## config.mk

```make
export PLATFORM = sky130hd
export DESIGN_NAME = pipe_adder
export DESIGN_NICKNAME = d
export VERILOG_FILES = /design/src/rtl/adder_pkg.sv /design/src/rtl/adder_slice.sv /design/src/rtl/pipe_adder.sv
export SDC_FILE = /design/constraint.sdc
export NUM_CORES = 1
export LEC_CHECK = 0
export CORE_MARGIN = 4
export CORE_UTILIZATION = 55
export CTS_CLUSTER_DIAMETER = 60
export CTS_CLUSTER_SIZE = 8
export DETAILED_ROUTE_END_ITERATION = 10
export HOLD_SLACK_MARGIN = 0.05
export PLACE_DENSITY_LB_ADDON = 0.08
export SLEW_MARGIN = 30
export SYNTH_ARGS = -nofsm -noshare
export SYNTH_HDL_FRONTEND = slang
export SYNTH_SLANG_ARGS = --single-unit
```

## constraint.sdc

```tcl
create_clock -name clk -period 5.2 [get_ports clk]
set_input_delay 1.3 -clock clk [delete_from_list [all_inputs] [get_ports clk]]
set_output_delay 1.3 -clock clk [all_outputs]
set_load 0.02 [all_outputs]
```

## src/rtl/adder_pkg.sv

```systemverilog
// Shared types and helpers for the pipelined adder/subtractor (pipe_adder).
// out_flags only exists when ADDER_FLAGS_EN is defined.
package adder_pkg;

  localparam int unsigned FLAG_W = 4;

  typedef struct packed {
    logic n;
    logic z;
    logic c;
    logic v;
  } flags_t;

  function automatic int unsigned slice_w(input int unsigned width, input int unsigned stages);
    return (stages == 0) ? width : width / stages;
  endfunction

endpackage

```

## src/rtl/adder_slice.sv

```systemverilog
// Combinational S-bit ripple-carry slice; also exposes the carry entering its MSB
// so the last stage can form the signed-overflow flag.
module adder_slice
  import adder_pkg::*;
#(
  parameter int unsigned S = 8
) (
  input  logic [S-1:0] a,
  input  logic [S-1:0] b,
  input  logic         c_in,
  output logic [S-1:0] s,
  output logic         c_out,
  output logic         c_msb_in
);

  logic [S:0] c;

  always_comb begin
    c    = '0;
    s    = '0;
    c[0] = c_in;
    for (int unsigned i = 0; i < S; i++) begin
      s[i]   = a[i] ^ b[i] ^ c[i];
      c[i+1] = (a[i] & b[i]) | (c[i] & (a[i] ^ b[i]));
    end
  end

  assign c_out    = c[S];
  assign c_msb_in = c[S-1];

endmodule

```

## src/rtl/pipe_adder.sv

```systemverilog
// Pipelined adder/subtractor: one S-bit slice per stage, valid/ready with bubble collapse.
// Define ADDER_FLAGS_EN to add the registered {N,Z,C,V} out_flags port.
module pipe_adder
  import adder_pkg::*;
#(
  parameter int unsigned WIDTH  = 32,
  parameter int unsigned STAGES = 4
) (
  input  logic             clk,
  input  logic             rst_n,
  input  logic             in_valid,
  output logic             in_ready,
  input  logic [WIDTH-1:0] in_a,
  input  logic [WIDTH-1:0] in_b,
  input  logic             in_sub,
  input  logic             in_c_in,
  output logic             out_valid,
  input  logic             out_ready,
  output logic [WIDTH-1:0] out_sum,
  output logic             out_c_out
`ifdef ADDER_FLAGS_EN
  ,
  output logic [FLAG_W-1:0] out_flags
`endif
);

  localparam int unsigned S = slice_w(WIDTH, STAGES);

  if ((STAGES < 1) || (STAGES > WIDTH) ||
      ((WIDTH % ((STAGES == 0) ? 1 : STAGES)) != 0)) begin : g_bad_params
    $error("pipe_adder: WIDTH must be a multiple of STAGES and 1 <= STAGES <= WIDTH");
  end

  logic [STAGES-1:0] valid;
  logic [STAGES-1:0] room;
  logic [STAGES-1:0] load;
  logic [STAGES-1:0] leave;

  // Stage k can take a beat if any stage from k down to the output is empty, or the
  // output is being drained: this is what lets bubbles collapse without a comb loop.
  for (genvar k = 0; k < STAGES; k++) begin : g_stage
    localparam int unsigned LO  = k * S;
    localparam int unsigned REM = WIDTH - LO;

    logic [REM-1:0]    a_src;
    logic [REM-1:0]    b_src;
    logic              c_src;
    logic [LO+S-1:0]   sum_nxt;
    logic [S-1:0]      s_slice;
    logic              c_out_slice;
    logic              c_msb_slice;
    logic              valid_q;
    logic              c_q;
    logic [LO+S-1:0]   sum_q;

    assign room[k]  = out_ready | ~(&valid[STAGES-1:k]);
    assign valid[k] = valid_q;

    if (k == 0) begin : g_head
      assign load[k]  = in_valid & room[k];
      assign a_src    = in_a;
      assign b_src    = in_b ^ {WIDTH{in_sub}};
      assign c_src    = in_c_in;
      assign sum_nxt  = s_slice;
    end else begin : g_body
      assign load[k]  = valid[k-1] & room[k];
      assign a_src    = g_stage[k-1].g_ops.a_q;
      assign b_src    = g_stage[k-1].g_ops.b_q;
      assign c_src    = g_stage[k-1].c_q;
      assign sum_nxt  = {s_slice, g_stage[k-1].sum_q};
    end

    if (k == STAGES - 1) begin : g_leave_out
      assign leave[k] = valid[k] & out_ready;
    end else begin : g_leave_next
      assign leave[k] = load[k+1];
    end

    adder_slice #(.S(S)) u_slice (
      .a        (a_src[S-1:0]),
      .b        (b_src[S-1:0]),
      .c_in     (c_src),
      .s        (s_slice),
      .c_out    (c_out_slice),
      .c_msb_in (c_msb_slice)
    );

    always_ff @(posedge clk or negedge rst_n) begin
      if (!rst_n) begin
        valid_q <= 1'b0;
        c_q     <= 1'b0;
        sum_q   <= '0;
      end else begin
        valid_q <= load[k] | (valid_q & ~leave[k]);
        if (load[k]) begin
          c_q   <= c_out_slice;
          sum_q <= sum_nxt;
        end
      end
    end

    // Only the operand bits later stages still need are carried forward.
    if (REM > S) begin : g_ops
      logic [REM-S-1:0] a_q;
      logic [REM-S-1:0] b_q;

      always_ff @(posedge clk or negedge rst_n) begin
        if (!rst_n) begin
          a_q <= '0;
          b_q <= '0;
        end else if (load[k]) begin
          a_q <= a_src[REM-1:S];
          b_q <= b_src[REM-1:S];
        end
      end
    end

`ifdef ADDER_FLAGS_EN
    logic z_in;
    logic z_q;

    if (k == 0) begin : g_z_head
      assign z_in = 1'b1;
    end else begin : g_z_body
      assign z_in = g_stage[k-1].z_q;
    end

    always_ff @(posedge clk or negedge rst_n) begin
      if (!rst_n) begin
        z_q <= 1'b0;
      end else if (load[k]) begin
        z_q <= z_in & ~(|s_slice);
      end
    end

    if (k == STAGES - 1) begin : g_ovf
      logic v_q;

      always_ff @(posedge clk or negedge rst_n) begin
        if (!rst_n) begin
          v_q <= 1'b0;
        end else if (load[k]) begin
          v_q <= c_msb_slice ^ c_out_slice;
        end
      end
    end
`endif
  end

  assign in_ready  = room[0];
  assign out_valid = valid[STAGES-1];
  assign out_sum   = g_stage[STAGES-1].sum_q;
  assign out_c_out = g_stage[STAGES-1].c_q;

`ifdef ADDER_FLAGS_EN
  flags_t flags;

  always_comb begin
    flags   = '0;
    flags.n = out_sum[WIDTH-1];
    flags.z = g_stage[STAGES-1].z_q;
    flags.c = out_c_out;
    flags.v = g_stage[STAGES-1].g_ovf.v_q;
  end

  assign out_flags = flags;
`endif

endmodule

```

==> metrics.txt, run 1 <==
status=complete, no violations; # nets final=720; RSZ-0062 raised after global routing=false; register bit total from synthesis=184; syn nets=around 600; static leakage=around 4.4 nW; # DRC=0; Syn Area/Cell=15.7 um2; die height=~130 um; crit-path max cell delay=between 0.4 and 0.5 ns; min-delay src=g_stage[1].sum_q[4]; total clock sinks=between 150 and 200; Hold Buf Count CTS=0; number of global-route vias before repair=4776; Post-synth ARST share=100%; Vias=between 4000 and 5000; R2R depth=12; critical path, cell by cell=clkdlybuf4s50_1, xnor2_1, fa_1, inv_1, fa_1, inv_1, fa_1, fa_2, fa_1, fa_1, fa_1, inv_1, fa_1, mux2_4; WP buf/inv=4; global route overflow=0; clk_lat worst skew=around 0.42 ns; Hold EP=g_stage[1].sum_q[4]; Global Route Usage Sum=between 10% and 20%; Crit Path Class=input port to flop; total power per unit cell area=528 mW/mm2; Net Sw Power=about 1.5 mW; CP max FO=1; # rows=43; gp weighted congestion=~0.74; main flop type after synthesis=dfrtp_1; Critical Path End Type=flop; Ys Warns=0; pin slew with the least headroom to its limit=slightly below 0.9 ns; post-synth top area share=a little under three fifths; core area=~0.014 mm2; synthesis-to-layout area growth=22.9%; post-synthesis mux area share=25.7%; Compound-Gate Fraction of Synth Area=less than 1%; switching part of the total=approximately 29%; first-pass GRT wire length=24000 um; IO Pins=105; main combinational cell family by area after synthesis=multiplexers; WHS=0.500 ns; largest net degree at the start of global routing=110; startpoint types=input port; worst clock skew=~0.0068 ns; CP arrival=approximately 5.3 ns; post-route ant nets=0; CTS buffer count=17; Initial Util=56.9%; slew margin rel.=between 40% and 50%; count leader, synth=dfrtp_1; fin area=slightly below 0.01 mm2; initial DRC count=around 170; setup slack on the worst flop-to-flop path=approximately 1.4 ns; slowest CP cell=clkdlybuf4s50_1; Synth area leader=dfrtp_1; simple-gate share of the synthesized area=less than 1%; # port buffers=104; crit path time final=roughly 5 ns; placed cell area=around 0.0092 mm2; Synth Area in XOR/XNOR=under 10%; DPL Wire Length=about 9500 um; post-route setup TNS=0 ns; fmax=199 MHz; clock root cell=clkbuf_16; most common cell type on the critical path=fa_1; part of the cycle the worst path needs=a little over nine tenths; PostCTS Resize Cnt=0; Fin. Hold Viols=0; DR vias/cell=5.23; clock network power share=25.8%; hold depth=1; Seq pwr share=~44%; Netlist cell types=19; Hold WC Path Type=flop to flop; ratio of cells with drive above 1 in the final layout=roughly a third; die area=about 0.017 mm2; Req. time, crit path=5.50 ns; Logic pwr share=a little under a third; cells after synthesis=510; CTS tree=done; ant diodes=0; sequential share of the synthesized area=~58%; initial antenna violation count=0; final setup fails=0; clock slew at reported path FFs=approximately 0.060 ns; delay-heaviest family, CP=adder cells; Int Pwr=~3.7 mW; htree depth=4; number of synthesized flops with an enable pin=0; Max Buffers Root-to-Sink=2; Layout Utilization=between 70% and 80%; reg2reg start=g_stage[0].c_q; Adder-Cell Fraction of Synth Area=approximately 8.0%; worst reg2reg endpoint=g_stage[1].sum_q[15]; max-slew violations=0; mean routed wirelength per cell=around 18 um; max-cap violations=0; detailed-router iteration count before antenna repair=4; VDD IR-drop max=roughly 280 uV; drt total wl=roughly 14000 um; Die Width=about 130 um; mapped cell area=0.00800 mm2; synth top area cells=dfrtp_1, mux2_2, fa_1, mux2_4, xor2_1; Synth top cells by count=dfrtp_1, mux2_2, inv_1; Post-CTS Setup Bufs=0
==> worst register-to-register path, cell delays in order (launching register included) <==
cell	delay [ns]
dfrtp_1	0.40
fa_1	0.41
inv_1	0.07
fa_1	0.16
inv_1	0.05
fa_1	0.40
fa_1	0.42
fa_1	0.40
fa_1	0.39
fa_1	0.39
inv_1	0.09
fa_1	0.39
o21ai_0	0.18
==> state kept, by name, summed over array words and instances (netlist names) <==
register	flops
g_stage.g_ops.a_q	48
out_valid	1
g_stage.sum_q	48
g_stage.g_ops.b_q	48
g_stage.c_q	3
g_stage.valid_q	3
out_c_out	1
out_sum	32
==> logic make-up (layout without fill, tap and decap cells) <==
kind of cell | count (synthesis) | in the layout
flops | 184 | 184
mux | 177 | 177
buf+inv | 66 | 187
fa+ha+maj | 32 | 32
xor+xnor | 32 | 32
simple gates | 12 | 12
compound gates | 7 | 7
==> worst max-delay path by stage <==
stage / startpoint / to / cells past startpoint
2_1_floorplan: in_sub / g_stage[0].sum_q[7] / 15
3_3_place_gp: in_b[0] / g_stage[0].sum_q[7] / 14
3_5_place_dp: in_b[0] / g_stage[0].sum_q[7] / 14
4_1_cts: in_b[0] / g_stage[0].sum_q[7] / 14
5_1_grt: in_b[0] / g_stage[0].sum_q[7] / 14
6_report: in_b[0] / g_stage[0].sum_q[7] / 14
==> per-stage QoR <==
step	power, mW	instances	setup slack (ns)
floorplan	3.27	510	0.00293
global placement	3.83	779	-0.215
detailed placement	3.91	779	-0.306
CTS	5.27	811	0.152
global route	5.54	811	0.00882
finish	5.19	811	0.182
==> power by group through the flow <==
| stage | registers [mW] | logic (mW) | clock network, mW |
|---|---|---|---|
| floorplan | 2.37 | 0.898 | 0 |
| global placement | 2.27 | 1.56 | 0 |
| detailed placement | 2.31 | 1.61 | 0 |
| CTS | 2.28 | 1.62 | 1.37 |
| global route | 2.34 | 1.76 | 1.43 |
| finish | 2.27 | 1.58 | 1.34 |
==> per-layer routing <==
metal / vias up / part of all wire, % / global-route usage [%]
met5: - / 0 / 0
met4: 0 / 1.4 / 5.93
met3: 17 / 3.3 / 4.15
met2: 76 / 51 / 31.2
met1: 2232 / 44 / 24.8
li1: 1918 / - / -
==> cell usage in the layout (no fill, tap or decap) <==
master           count
clkbuf_16           17
dfrtp_1            184
a21boi_4             1
inv_1               44
xnor2_1              8
nand3b_1             1
fa_2                 1
and4b_1              1
clkbuf_8             5
bufinv_16            3
xor2_1              24
buf_2                1
nand2_4              2
o21ai_0              6
nand2_2              1
clkinv_4             2
mux2i_1             14
clkinv_2             3
buf_4                7
clkinvlp_4           3
mux2_2             141
nand2b_1             4
nand2_1              2
clkdlybuf4s50_1    102
mux2_4              22
nand4b_1             1
fa_1                31
==> area by class of cell <==
| cell class | instances | area, um2 |
|---|---|---|
| tap | 180 | 225 |
| clock buffer | 21 | 480 |
| clock inverter | 11 | 145 |
| sequential | 184 | 4600 |
| inverter | 44 | 165 |
| multi-input combinational | 260 | 3120 |
| fill | 1002 | 4210 |
| timing repair buffer | 111 | 1090 |
Note: power is estimated with default switching activity, not from simulation.
==> run 2: changes to the inputs <==
- clock period: 5.2 -> 5 ns (I/O delays scaled with it)
==> run 2 against run 1 <==
Register-to-register slack got worse by 0.19 ns. First-iteration DRC count increased by 25%. Worst setup slack got worse by 0.048 ns. Global-route usage fell by 0.28 points. Power grew 3.1%. Utilization grew 0.20 points. Sequential share of layout area fell by 0.14 points. Clock skew about the same. Flip-flop and latch count stayed put. Via count decreased by 1.0%. Critical path type unchanged. Critical endpoint unchanged. Largest cell class unchanged.
==> metrics.txt, run 2 (same netlist as run 1, synthesis figures left out) <==
status=complete, no violations; Vias=4199 (-1.0%); VDD IR-drop max=266 uV (-4.6%); Filler cells=958 (-4.4%); commonest non-fill, non-tap cell in the layout=dfrtp_1; detailed-router iteration count before antenna repair=5 (+1); DR vias/cell=5.17 (-1.2%); Hold WC Path Type=flop to flop; Top Registers=g_stage.g_ops.a_q x48, g_stage.g_ops.b_q x48, g_stage.sum_q x48; end of the critical path=g_stage[0].sum_q[7]; slack of the critical path=0.134 ns (-0.0477 ns); gp weighted congestion=0.763 (+2.7%); clk_lat worst skew=0.42 ns (about the same); Die Width=129 um (unchanged); first-pass GRT wire length=23500 um (-1.8%); Critical Path End Type=flop; worst reg2reg endpoint=g_stage[1].sum_q[15]; CTS tree=done; worst clock skew=0.00702 ns (+0.000251 ns); Req. time, crit path=5.30 ns (-0.20 ns); initial DRC count=217 (+25%); die height=129 um (unchanged); post-route ant nets=0 (unchanged); CP Launch Point=in_a[0]; die area=0.0165 mm2 (unchanged); core area=0.0140 mm2 (unchanged); # DRC=0 (unchanged); ant diodes=0 (unchanged); clock root cell=clkbuf_16; static leakage=4.37 nW (+0.29%); R2R depth=12 (unchanged); initial antenna violation count=0 (unchanged); Global Route Usage Sum=18.5% (-0.28 points); part of the cycle the worst path needs=a little over nine tenths; placed instance count=779 (unchanged); Crit Path Class=input port to flop; CP max FO=1 (unchanged); # port buffers=104 (unchanged); ratio of cells with drive above 1 in the final layout=33.9% (+0.74 points); Final Non-Filler Cells=812 (+0.12%); RSZ-0062 raised after global routing=false; reg2reg start=g_stage[0].c_q; total power per unit cell area=543 mW/mm2 (+2.8%); Max Buffers Root-to-Sink=2 (unchanged); commonest non-fill, non-tap cells in the layout=dfrtp_1, mux2_2, clkdlybuf4s50_1; # rows=43 (unchanged); DPL Wire Length=9310 um (-1.6%); pin slew with the least headroom to its limit=0.733 ns (-0.139 ns); final setup fails=0 (unchanged); htree depth=4 (unchanged); crit path time final=4.87 ns; Fin. Hold Viols=0 (unchanged); max-cap violations=0 (unchanged); startpoint types=input port; Initial Util=56.9% (unchanged); clock slew at reported path FFs=0.06 ns (about the same); max-slew violations=0 (unchanged); mean routed wirelength per cell=17.4 um (-0.50%); IO Pins=105 (unchanged); synthesis-to-layout area growth=23.3%; slew margin rel.=51.0% (+9.3 points); fmax=206 MHz; global route overflow=0 (unchanged); CTS buffer count=17 (unchanged); CP arrival=5.17 ns (-0.15 ns); drt total wl=14200 um (-0.37%); largest net degree at the start of global routing=127 (+15%); number of global-route vias before repair=4673 (-2.2%); Post-CTS Setup Bufs=0 (unchanged); total clock sinks=184 (unchanged); # nets final=721 (+0.14%); Setup WS pre-CTS=-0.337 ns (-0.0311 ns); setup slack on the worst flop-to-flop path=1.18 ns (-0.19 ns)
run 2: cell count changes in the layout (fill, tap and decap cells not counted), moves of 2 or more:
cell      delta
fa_2         +5
clkinv_4     -2
fa_1         -5
clkbuf_1     +3
run 2: where the power goes:
| part | switching [mW] | total, mW | internal [mW] |
|---|---|---|---|
| sequential | 0.319 | 2.37 | 2.05 |
| combinational | 0.699 | 1.66 | 0.958 |
| clock | 0.532 | 1.33 | 0.801 |
| total | 1.55 | 5.36 | 3.81 |
run 2: repair_timing:
action                     in CTS  in global routing
hold buffers                    0                  0
setup endpoints to repair       0                  1
resized for setup               0                  5
run 2: metrics by stage:
stage               area (um2)  hold slack (ns)  setup TNS, ns  power, mW  util (%)
floorplan                 8010            0.470              0       3.40         -
global placement          9220            0.482         -0.195       3.98      65.6
finish                    9860            0.499              0       5.36      70.2
global route              9860            0.515              0       5.71      70.2
detailed placement        9220            0.489         -0.337       4.08      65.6
CTS                       9810            0.503              0       5.44      69.9
run 2: worst min path at each step:
stage	from	to	slack [ns]	depth (start not counted)
after floorplan	g_stage[1].sum_q[15]	g_stage[1].sum_q[15]	0.47	2
after global placement	g_stage[2].sum_q[2]	out_sum[2]	0.48	1
after detailed placement	g_stage[2].sum_q[15]	out_sum[15]	0.49	1
after CTS	g_stage[2].sum_q[15]	out_sum[15]	0.50	1
after global routing	g_stage[1].sum_q[12]	g_stage[1].sum_q[12]	0.51	1
final	g_stage[1].g_ops.b_q[11]	g_stage[2].g_ops.b_q[3]	0.50	1
run 2: cell type report:
type                       instances  area, um2  area share [%]
clock buffer                      25        505            5.13
tap                              180        225            2.28
clock inverter                     7       90.1           0.914
inverter                          44        165            1.68
timing repair buffer             112       1140            11.5
multi-input combinational        260       3130            31.8
sequential                       184       4600            46.7
run 2: critical path, stage by stage:
cell             delay (ns)
clkdlybuf4s50_1        0.45
inv_1                  0.06
fa_2                   0.38
inv_2                  0.06
fa_1                   0.17
inv_1                  0.06
fa_2                   0.40
fa_2                   0.41
fa_2                   0.41
fa_2                   0.41
fa_2                   0.36
inv_1                  0.08
fa_1                   0.42
mux2_4                 0.26
run 2: layer usage:
metal  wire length, um  track usage [%]  vias up
li1                  -                -     1912
met4               140             5.00        0
met1              6440             25.2     2198
met3               573             4.57       15
met2              7000             30.0       74
met5                 0                0        -
